[config.mk]
export PLATFORM = sky130hd
export DESIGN_NAME = brake_sequencer
export DESIGN_NICKNAME = d
export VERILOG_FILES = /design/src/rtl/brake_sequencer.sv
export SDC_FILE = /design/constraint.sdc
export NUM_CORES = 1
export LEC_CHECK = 0
export CORE_MARGIN = 2
export CORE_UTILIZATION = 40
export CTS_CLUSTER_DIAMETER = 60
export CTS_CLUSTER_SIZE = 28
export DETAILED_ROUTE_END_ITERATION = 8
export PLACE_DENSITY_LB_ADDON = 0.05
export SKIP_LAST_GASP = 1
export SYNTH_ARGS = -nofsm -noshare
export SYNTH_HDL_FRONTEND = slang
export SYNTH_SLANG_ARGS = --single-unit
[constraint.sdc]
create_clock -name clk -period 10.3 [get_ports clk]
set_input_delay 1.03 -clock clk [delete_from_list [all_inputs] [get_ports clk]]
set_output_delay 1.03 -clock clk [all_outputs]
set_load 0.03 [all_outputs]
[src/rtl/brake_sequencer.sv]
// Per-train brake sequencer: ramps the commanded speed toward the track/driver target and
// runs the brake -> stop -> hold -> resume sequence. Optional feature macro: BRAKE_LATCH_EN.
module brake_sequencer #(
  parameter int DATA_W        = 8,
  parameter int ACCEL_STEP    = 2,
  parameter int DECEL_STEP    = 4,
  parameter int BRAKE_STEP    = 10,
  parameter int CAUTION_SPEED = 20,
  parameter int HOLD_CYCLES   = 8
) (
  input  logic              clk,
  input  logic              rst,
  input  logic              alert,
  input  logic              brake,
  input  logic [DATA_W-1:0] limit_speed,
  input  logic [DATA_W-1:0] req_speed,
  input  logic              resume,
  output logic [DATA_W-1:0] cmd_speed,
  output logic [2:0]        fsm_state,
  output logic              emergency
);

  localparam int SW    = DATA_W + 2;
  localparam int CNT_W = $clog2(HOLD_CYCLES) + 1;

  typedef logic signed [SW-1:0] wide_t;

  localparam wide_t ACC_S = wide_t'(ACCEL_STEP);
  localparam wide_t DEC_S = wide_t'(DECEL_STEP);
  localparam wide_t BRK_S = wide_t'(BRAKE_STEP);
  localparam logic [DATA_W-1:0] CAUT_V   = DATA_W'(CAUTION_SPEED);
  localparam logic [CNT_W-1:0]  CNT_LAST = CNT_W'(HOLD_CYCLES - 1);

  typedef enum logic [2:0] {
    CRUISE  = 3'd0,
    CAUTION = 3'd1,
    BRAKING = 3'd2,
    STOPPED = 3'd3,
    HOLD    = 3'd4
  } state_t;

  state_t             state;
  logic [CNT_W-1:0]   hold_cnt;
  logic [DATA_W-1:0]  target;
  logic [DATA_W-1:0]  caut_target;
  logic [DATA_W-1:0]  brk_speed;
  logic               clear;

  function automatic logic [DATA_W-1:0] min_u(input logic [DATA_W-1:0] a,
                                               input logic [DATA_W-1:0] b);
    min_u = (a < b) ? a : b;
  endfunction

  // Step toward tgt without overshooting it; the extra headroom bits prevent wrap at 0 and max.
  function automatic logic [DATA_W-1:0] ramp_to(input logic [DATA_W-1:0] cur,
                                                 input logic [DATA_W-1:0] tgt);
    wide_t cur_s, tgt_s, up_s, dn_s;
    cur_s = $signed({2'b00, cur});
    tgt_s = $signed({2'b00, tgt});
    up_s  = cur_s + ACC_S;
    dn_s  = cur_s - DEC_S;
    ramp_to = cur;
    if (cur_s < tgt_s)
      ramp_to = (up_s > tgt_s) ? tgt : up_s[DATA_W-1:0];
    else if (cur_s > tgt_s)
      ramp_to = (dn_s < tgt_s) ? tgt : dn_s[DATA_W-1:0];
  endfunction

  function automatic logic [DATA_W-1:0] brake_sat(input logic [DATA_W-1:0] cur);
    wide_t dn_s;
    dn_s = $signed({2'b00, cur}) - BRK_S;
    brake_sat = (dn_s < 0) ? '0 : dn_s[DATA_W-1:0];
  endfunction

  always_comb begin
    target      = min_u(req_speed, limit_speed);
    caut_target = min_u(target, CAUT_V);
    brk_speed   = brake_sat(cmd_speed);
    clear       = !brake && !alert;
  end

  assign fsm_state = state;

`ifndef BRAKE_LATCH_EN
  logic unused_resume;
  assign unused_resume = resume;
`endif

  always_ff @(posedge clk or posedge rst) begin
    if (rst) begin
      state     <= CRUISE;
      cmd_speed <= '0;
      emergency <= 1'b0;
      hold_cnt  <= '0;
    end else begin
      case (state)
        CRUISE, CAUTION: begin
          // The transition edge already applies the new state's ramp/brake step.
          if (brake) begin
            cmd_speed <= brk_speed;
            state     <= (brk_speed == '0) ? STOPPED : BRAKING;
            emergency <= 1'b1;
          end else if (alert) begin
            cmd_speed <= ramp_to(cmd_speed, caut_target);
            state     <= CAUTION;
            emergency <= 1'b0;
          end else begin
            cmd_speed <= ramp_to(cmd_speed, target);
            state     <= CRUISE;
            emergency <= 1'b0;
          end
        end
        BRAKING: begin
          cmd_speed <= brk_speed;
          emergency <= 1'b1;
          if (brk_speed == '0)
            state <= STOPPED;
        end
        STOPPED: begin
          cmd_speed <= '0;
          emergency <= 1'b1;
          if (clear) begin
            state    <= HOLD;
            hold_cnt <= '0;
          end
        end
        HOLD: begin
          cmd_speed <= '0;
          emergency <= 1'b1;
          if (brake) begin
            state <= STOPPED;
          end else if (alert) begin
            hold_cnt <= '0;
          end else begin
`ifdef BRAKE_LATCH_EN
            // Counter saturates at expiry; only an operator resume releases the hold.
            if (hold_cnt == CNT_LAST) begin
              if (resume) begin
                state     <= CRUISE;
                hold_cnt  <= '0;
                emergency <= 1'b0;
              end
            end else begin
              hold_cnt <= hold_cnt + 1'b1;
            end
`else
            if (hold_cnt + 1'b1 == CNT_LAST) begin
              state     <= CRUISE;
              hold_cnt  <= '0;
              emergency <= 1'b0;
            end else begin
              hold_cnt <= hold_cnt + 1'b1;
            end
`endif
          end
        end
        default: begin
          state     <= STOPPED;
          cmd_speed <= '0;
          emergency <= 1'b1;
        end
      endcase
    end
  end

endmodule

Yosys cells after proc, flatten, opt, wreduce, memory -nomap -nowiden
Cells that the tools add are included.
- input bits: 21
- bits in registers: 16
- logic and storage cells: 74
- output and inout bits: 12
- muxes and demuxes: 33
- equality and inequality tests: 12
- $add $sub $neg: 4
- magnitude comparators: 11
- reduce and logical (&&, ||, !) cells: 10
- operator list (cell ; number):
    8-bit 2-to-1 mux ; 13
    8-bit less-than comparator ; 3
    9-bit less-than comparator ; 2
    8-bit > comparator ; 2
    4-bit 2-to-1 mux ; 4
    8-bit case mux with 2 select lines ; 1
    3-bit 2-to-1 mux ; 5
    3-bit case mux with 4 select lines ; 1
    10-bit by 9-bit > comparator with 1-bit output ; 1
    5-bit inequality test (second input constant) ; 2
    8-bit by 2-bit adder with 9-bit output (second input constant) ; 1
    9-bit by 8-bit > comparator with 1-bit output ; 1
    9-bit by 1-bit less-than comparator with 1-bit output (second input constant) ; 1
    8-bit by 3-bit subtractor with 9-bit output (second input constant) ; 1
    8-bit by 4-bit subtractor with 9-bit output (second input constant) ; 1
    8-bit zero test ; 1
    8-bit by 5-bit less-than comparator with 1-bit output (second input constant) ; 1
    4-bit case mux with 2 select lines ; 1
    3-bit by 2-bit == test with 1-bit output (second input constant) ; 2
    1-bit 2-to-1 mux ; 6
    2-bit inequality test (second input constant) ; 3
    3-bit inequality test (second input constant) ; 2
    4-bit by 1-bit adder with 4-bit output (second input constant) ; 1
    4-bit by 3-bit == test with 1-bit output (second input constant) ; 1
    12 further kinds ; 13

Logic depth before layout (Yosys ltp)
Gate-level depths: netlist of run 1.
- depth after elaboration: 11
- depth in mapped cells: 21
- depth with buffers taken out: 19

Worst setup path after synthesis of run 1
No wires, ideal clock.
- path type: in2reg
- start: in limit_speed[2]
- end: reg cmd_speed[7]
- data arrival time: 5.207 ns
- slack: 5.019 ns
- data required time: 10.226 ns
- setup time: 0.074 ns
- stages on the path: 19
- path buffers: 1
- cells stage by stage: inv_1 -> ha_1 -> or4_1 -> a21o_1 -> o211a_2 -> nor2_1 -> clkbuf_1 -> mux2_2 -> ha_1 -> nand3_1 -> o22ai_1 -> a211oi_1 -> nor3_1 -> mux2_4 -> nor3_4 -> mux2_4 -> a221o_1 -> a211o_1 -> o21ai_2
- cells in the longest elaborated chain, start to end: 11
- elaborated cells on any way between the ends: 26
- classes of those cells: 10 x order compare; 2 x eq/ne; 13 x mux; 1 x reduce/logical
- ends and longest elaborated chain (element ; line ; RTL):
    start: declaration ; 15 ; input logic [DATA_W-1:0] limit_speed,
    8-bit less-than comparator ; 51 ; min_u = (a < b) ? a : b;
    8-bit 2-to-1 mux * ; 51 ;
    8-bit by 5-bit less-than comparator with 1-bit output ; 51 ;
    8-bit 2-to-1 mux ; 51 ;
    9-bit less-than comparator ; 66 ; ramp_to = (dn_s < tgt_s) ? tgt : dn_s[DATA_W-1:0];
    8-bit 2-to-1 mux ; 66 ;
    8-bit 2-to-1 mux ; 65 ; else if (cur_s > tgt_s)
    8-bit 2-to-1 mux ; 63 ; if (cur_s < tgt_s)
    8-bit 2-to-1 mux ; 103 ; end else if (alert) begin
    8-bit 2-to-1 mux ; 99 ; if (brake) begin
    8-bit case mux with 2 select lines ; 96 ; case (state)
    end signal: assignment ; 100 ; cmd_speed <= brk_speed;
    end signal: assignment ; 104 ; cmd_speed <= ramp_to(cmd_speed, caut_target);
    end signal: assignment ; 108 ; cmd_speed <= ramp_to(cmd_speed, target);
    end: declaration ; 18 ; output logic [DATA_W-1:0] cmd_speed,
Every way passes the cells marked *; elsewhere a longest branch is shown, timed or not. The select of a mux whose other input is x is not followed.
A chain may end at the register's enable or synchronous reset.

Worst setup path after layout of run 1
- start: in limit_speed[2]
- end: reg cmd_speed[1]
The elaborated chain is that of the path after synthesis.

==> out/metrics.yaml, run 1 <==
hold_path:
  hp-class: "flop to flop"
setup_path:
  critPathLaunch: "limit_speed[2]"
  required_ns: 10.45
  cp_max_fo: 12
  crit-reg2reg-launch: "cmd_speed[2]"
  critPathKind: "input port to flop"
  cp-end-kind: "flop"
  r2r_end: "cmd_speed[1]"
  crit_path_end: "cmd_speed[1]"
  worst_setup_path_start_kind: "input port"
  arrival_ns: 6.59
  r2r_cells: 15
  reg2reg_slack_ns: 5.46
power_and_ir_drop:
  power_leakage_nw: 1.80
  power_per_cell_area_mw_per_mm2: 253
  peakVddDrop_v: 0.000111
cts:
  cts_resized: 0
  cts_hold_buf: 0
  cts_tree: "done"
  clk_latency_ns: 0.25
  cts_root_buf: "clkbuf_8"
  cts-buffers-inserted: 3
  post_cts_buffers: 0
  clkTransAtPathRegs_ns: 0.07
  htree_levels: 1
  cts.sinks: 16
  clk_path_buf_depth: 2
route:
  postRouteAntennaNets: 0
  vias_per_cell: 6.29
  route.detailed.drc: 0
  wl_per_cell_um: 19.7
  initialDrtViolationCount: 275
  vias: 3913
  firstDrtPassIters: 5
  wl_um: 12300
global_route:
  grt_overflow: 0
  antenna_found_initial: 0
  first_global_vias: 3666
  grt_max_degree: 21
  grt_pass1_wl_um: 19600
  track_usage_pct: 24.6
yosys:
  synthTopCellsByCount: "47 x ha_1, 42 x a21oi_1, 34 x nand2_1, 31 x nor2_1, 25 x nor3_1"
  synth_top_cell_area_share_pct: 16.0
  synth-xor-area-share_pct: 2.86
  ys_ff_latch: 16
  netlist_instances: 490
  synth_area_mm2: 0.00367
  yosysMostFrequentCell: "ha_1"
  ys.warnings.count: 0
  yosys-top-cells-area: "ha_1 16%, dfrtp_1 11%, a21oi_1 5.7%, nand2_1 3.5%, nor3_1 3.4%"
  synth.area.mux_share_pct: 4.26
  synth_top_family_by_area: "compound AO/OA/AOI/OAI gates"
  ys_seq_area_share_pct: 10.9
  async_flop_share_pct: 100
  yosysTopAreaCell: "ha_1"
  yosys.cell_types.count: 83
  synth_flop_cell: "dfrtp_1"
  syn_avg_cell_area_um2: 7.49
  yosys.area_share.simple_pct: 27.7
  synth_edf_count: 0
  synth_compound_area_share_pct: 33.0
  synth_fa_ha_area_share_pct: 16.0
timing:
  slew_headroom_pct: 39.0
  hold_violations: 0
  timing.final.max_slew_violations: 0
  fin_skew_ns: 0.00307
  finalSetupViolCount: 0
  worst_pin_slew_ns: 0.915
  fin_ws_ns: 3.86
  rsz0062_at_grt: "false"
  fin_crit_sh_pct: 62.5
  max_freq_mhz: 155
  min_period_ns: 6.44
  setup_tns_ns: 0
  holdWs_ns: 0.522
outcome:
  status: "finished clean"
cells_and_area:
  drive_gt1_share_pct: 7.78
  layout.nets: 583
  antenna_cells: 0
  syn2layout_area_growth_pct: 12.3
floorplanning:
  die_w_um: 99.8
  placementRows: 34
  ios: 33
  start_util_pct: 41.7
  die_y_um: 99.8
  core_mm2: 0.00881
  dieArea_mm2: 0.00995
run:
  maxCapViolCount: 0
placement:
  place.gp.congestion: 0.916
  place_ws_ns: 3.73
  port_buffers: 31
  hpwl_um: 9720
-- placed cells by master, fill, tap and decap left out, drive strengths merged, types with 4 or more instances in the layout --
master         count
a2111oi            4
a211o              5
a211oi             5
a21o              10
a21oi             43
a22o               4
a31o               4
and2               6
and3              10
clkbuf             4
clkdlybuf4s50     31
conb               9
dfrtp             16
ha                47
inv               23
mux2               7
mux2i              7
nand2             34
nand2b             9
nand3             23
nand4              6
nor2              32
nor2b              9
nor3              26
nor3b              5
o211a              4
o211ai             8
o21a               4
o21ai             26
o21bai             4
o311a              4
o31ai              4
or2               10
or3                5
xnor2              4
xor2               8
-- report_power, final --
group	internal, W	switching (W)	leakage (nW)
logic	0.000331	0.000527	1.57
registers	0.0000766	0.0000511	0.209
clock network	0.0000340	0.0000243	0.0288
-- worst min-delay path by stage --
stage,end,startpoint,slack [ns],cells past startpoint
after floorplan,hold_cnt[2],hold_cnt[2],0.49,1
after global placement,hold_cnt[2],hold_cnt[2],0.51,1
after detailed placement,hold_cnt[2],hold_cnt[2],0.51,1
after CTS,hold_cnt[2],hold_cnt[2],0.53,1
after global routing,hold_cnt[2],hold_cnt[2],0.56,1
final,hold_cnt[2],hold_cnt[2],0.52,1
-- stage by stage --
stage,instances,cell area [um^2],power [W],utilization [%]
6_report,622,4120,0.00104,46.8
3_5_place_dp,618,4070,0.000968,46.2
5_1_grt,622,4120,0.00114,46.8
2_1_floorplan,498,3700,0.000727,-
4_1_cts,622,4120,0.00103,46.8
3_3_place_gp,618,4070,0.000952,46.2
-- cell type report --
cell class | count | area (um^2)
Clock buffer | 4 | 55.1
Fill cell | 886 | 4680
Timing Repair Buffer | 34 | 333
Sequential cell | 16 | 400
Multi-Input combinational cell | 437 | 3110
Inverter | 23 | 86.3
Tap cell | 108 | 135
-- cells by family after synthesis --
kind of cell	after synthesis
muxes	14
buffers and inverters	45
AOI/OAI and AO/OA	167
adders and majority gates	47
and+or+nand+nor	188
xor gates and xnor gates	12
other	1
DFF	16
-- metal layers --
| metal | GRT usage [%] | wire, um | up-vias |
|---|---|---|---|
| li1 | - | - | 1920 |
| met3 | 3.16 | 798 | 6 |
| met5 | 0 | 0 | - |
| met1 | 37.0 | 6020 | 1853 |
| met2 | 38.5 | 5380 | 134 |
| met4 | 2.53 | 77 | 0 |
-- registers in the layout, summed over array words and instances, names as in the netlist --
signal,count
cmd_speed,8
emergency,1
fsm_state,3
hold_cnt,4
-- worst max-delay path, stage by stage --
cell             delay, ns
clkdlybuf4s50_1       0.48
inv_1                 0.08
ha_1                  0.23
or4_1                 0.51
a21o_1                0.18
o211a_2               0.17
nor2_1                0.53
a21oi_1               0.38
ha_1                  0.37
or2_2                 0.27
a21oi_1               0.15
a21oi_1               0.09
a32o_1                0.28
a21oi_1               0.71
o31a_1                0.33
o21ai_0               0.11
o22ai_1               0.34
o22ai_1               0.11
a31o_2                0.23
No activity file was read; power rests on OpenSTA's default activity.
==> inputs of run 2 (changes only) <==
==> constraint.sdc (replaced) <==
create_clock -name clk -period 5.2 [get_ports clk]
set_input_delay 0.52 -clock clk [delete_from_list [all_inputs] [get_ports clk]]
set_output_delay 0.52 -clock clk [all_outputs]
set_load 0.03 [all_outputs]
==> run 2 against run 1 <==
Effect of this change:
- count of clock-buffer cells in the layout unchanged
- utilization is 5.2 points higher
- global-route usage rose by 1.1 points
- power rose by 120%
- clock power increased by 96%
- non-clock buffer count grew 57
- hold slack better by 0.014 ns
- register-to-register slack got worse by 4.6 ns
- critical path type unchanged
- critical endpoint is now cmd_speed[4]
- highest routed layer unchanged
==> out/metrics.yaml, run 2 (synthesis gave the netlist of run 1 again) <==
outcome:
  status: "finished clean"
cts:
  cts_root_buf: "clkbuf_8"
  clkTransAtPathRegs_ns: 0.07  # about the same
  cts-buffers-inserted: 3  # unchanged
  cts_tree: "done"
  cts.sinks: 16  # unchanged
  clk_latency_ns: 0.25  # about the same
  htree_levels: 1  # unchanged
  clk_path_buf_depth: 2  # unchanged
timing:
  hold_violations: 0  # unchanged
  slew_headroom_pct: 56.5  # +18 points
  fin_ws_ns: 0.202  # -3.66 ns
  fin_skew_ns: 0.00441  # +0.00134 ns
  finalSetupViolCount: 0  # unchanged
  max_freq_mhz: 200
  worst_pin_slew_ns: 0.650  # -0.265 ns
  timing.final.max_slew_violations: 0  # unchanged
  fin_crit_sh_pct: 96.1
  setup_tns_ns: 0  # unchanged
  rsz0062_at_grt: "false"
  min_period_ns: 5.00
route:
  postRouteAntennaNets: 0  # unchanged
  wl_um: 12800  # +4.2%
  firstDrtPassIters: 6  # +1
  route.detailed.drc: 0  # unchanged
  vias: 4202  # +7.4%
  initialDrtViolationCount: 344  # +25%
  vias_per_cell: 6.19  # -1.6%
  wl_per_cell_um: 18.8  # -4.6%
cells_and_area:
  syn2layout_area_growth_pct: 24.9
  fin_area_mm2: 0.00458  # +11%
  fillers: 876  # -1.1%
  largest_register_ffs: 8  # unchanged
  layout_common_cells: "60 x buf_4, 47 x ha_1, 42 x a21oi_1"
  layout.nets: 640  # +9.8%
  stdcell_count: 679  # +9.2%
  regMostFlops: "cmd_speed"
  drive_gt1_share_pct: 17.9  # +10 points
  antenna_cells: 0  # unchanged
  fin_util_pct: 52.0  # +5.2 points
  final_common_cell: "buf_4"
floorplanning:
  dieArea_mm2: 0.00995  # unchanged
  die_y_um: 99.8  # unchanged
  placementRows: 34  # unchanged
  die_w_um: 99.8  # unchanged
  ios: 33  # unchanged
  start_util_pct: 41.7  # unchanged
  core_mm2: 0.00881  # unchanged
global_route:
  grt_overflow: 0  # unchanged
  first_global_vias: 3903  # +6.5%
  use_met3_pct: 3.51  # +0.35 points
  use_met2_pct: 39.1  # +0.62 points
  antenna_found_initial: 0  # unchanged
  grt_max_degree: 21  # unchanged
  top_usage_layer: "met2"
  grt_pass1_wl_um: 20300  # +3.8%
  track_usage_pct: 25.6  # +1.1 points
  met1_usage_pct: 38.6  # +1.6 points
setup_path:
  r2r_end: "cmd_speed[2]"
  critPathKind: "input port to flop"
  cp_max_fo: 11  # -1
  required_ns: 5.40  # -5.05 ns
  cp-end-kind: "flop"
  arrival_ns: 5.20  # -1.39 ns
  worst_setup_path_start_kind: "input port"
  crit-reg2reg-launch: "cmd_speed[2]"
  reg2reg_slack_ns: 0.91  # -4.55 ns
  r2r_cells: 16  # +1
placement:
  hpwl_um: 10400  # +6.7%
  place.gp.congestion: 0.945  # +3.1%
  dpl_cell_area_mm2: 0.00449  # +10%
  place_inst: 674  # +9.1%
  place_ws_ns: -0.150  # -3.88 ns
  port_buffers: 31  # unchanged
hold_path:
  worstHoldStart: "hold_cnt[3]"
  holdPathEnd: "hold_cnt[3]"
  hp-class: "flop to flop"
  min_path_cells: 1  # unchanged
power_and_ir_drop:
  switchingPower_w: 0.00125  # +110%
  clock_power_share_pct: 5.1  # -0.5 points
  seq_power_share_pct: 9.6  # -2.6 points
  p_int_w: 0.00101  # +130%
  power_per_cell_area_mw_per_mm2: 491  # +94%
  p_sw_share_pct: 55.3  # -2.4 points
  power_leakage_nw: 2.09  # +16%
  pwr-share-comb_pct: 85.3  # +3.1 points
  peakVddDrop_v: 0.000348  # +210%
run:
  maxCapViolCount: 0  # unchanged
run 2: area by class of cell:
cell class	instances	area (um^2)	area share, %
multi-input combinational	437	3140	68.6
timing repair buffer	91	761	16.6
sequential	16	400	8.74
tap	108	135	2.95
inverter	23	86.3	1.88
clock buffer	4	55.1	1.20
run 2: worst max path at each step:
stage              startpoint           end  slack (ns)  depth (start not counted)
2_1_floorplan  limit_speed[2]  cmd_speed[7]        0.43                         19
3_3_place_gp   limit_speed[2]  cmd_speed[3]       -0.06                         20
3_5_place_dp   limit_speed[2]  cmd_speed[6]       -0.15                         18
4_1_cts        limit_speed[2]  cmd_speed[6]        0.09                         20
5_1_grt        limit_speed[2]  cmd_speed[2]        0.03                         21
6_report       limit_speed[2]  cmd_speed[4]        0.20                         21
run 2: stage by stage:
step                      hold WS [ns]  total power [W]
after CTS                        0.537          0.00218
after floorplan                  0.434          0.00144
after global routing             0.568          0.00246
after detailed placement         0.515          0.00205
final                            0.536          0.00225
after global placement           0.504          0.00203
run 2: worst max-delay path, cell delays in order:
cell and delay (ns):
clkdlybuf4s50_1 0.49, inv_1 0.07, ha_1 0.21, or4_1 0.52
a21o_1 0.18, o211a_2 0.14, nor2_1 0.11, buf_4 0.18
mux2_2 0.38, ha_1 0.30, nand3_1 0.09, o22ai_1 0.07
a211oi_1 0.26, nor3_1 0.08, mux2_4 0.29, nor3_4 0.23
buf_4 0.17, mux2_2 0.33, a22oi_1 0.18, and4_1 0.23
a31o_2 0.16
run 2: repair_timing:
action / in CTS / in global routing
endpoints found under the setup margin: 0 / 6
resized for setup: 0 / 8
setup buffers: 0 / 1
hold buffers: 0 / 0
run 2: metal layers:
layer | up-vias | wire (um)
li1 | 2031 | -
met1 | 1965 | 6060
met2 | 184 | 5510
met3 | 22 | 1040
met4 | 0 | 174
met5 | - | 0
run 2: power by group through the flow:
| stage | registers [W] | clock network [W] | logic, W |
|---|---|---|---|
| after floorplan | 0.000242 | 0 | 0.00120 |
| after detailed placement | 0.000218 | 0 | 0.00183 |
| after CTS | 0.000216 | 0.000117 | 0.00185 |
| after global placement | 0.000217 | 0 | 0.00181 |
| final | 0.000217 | 0.000114 | 0.00192 |
| after global routing | 0.000227 | 0.000123 | 0.00211 |
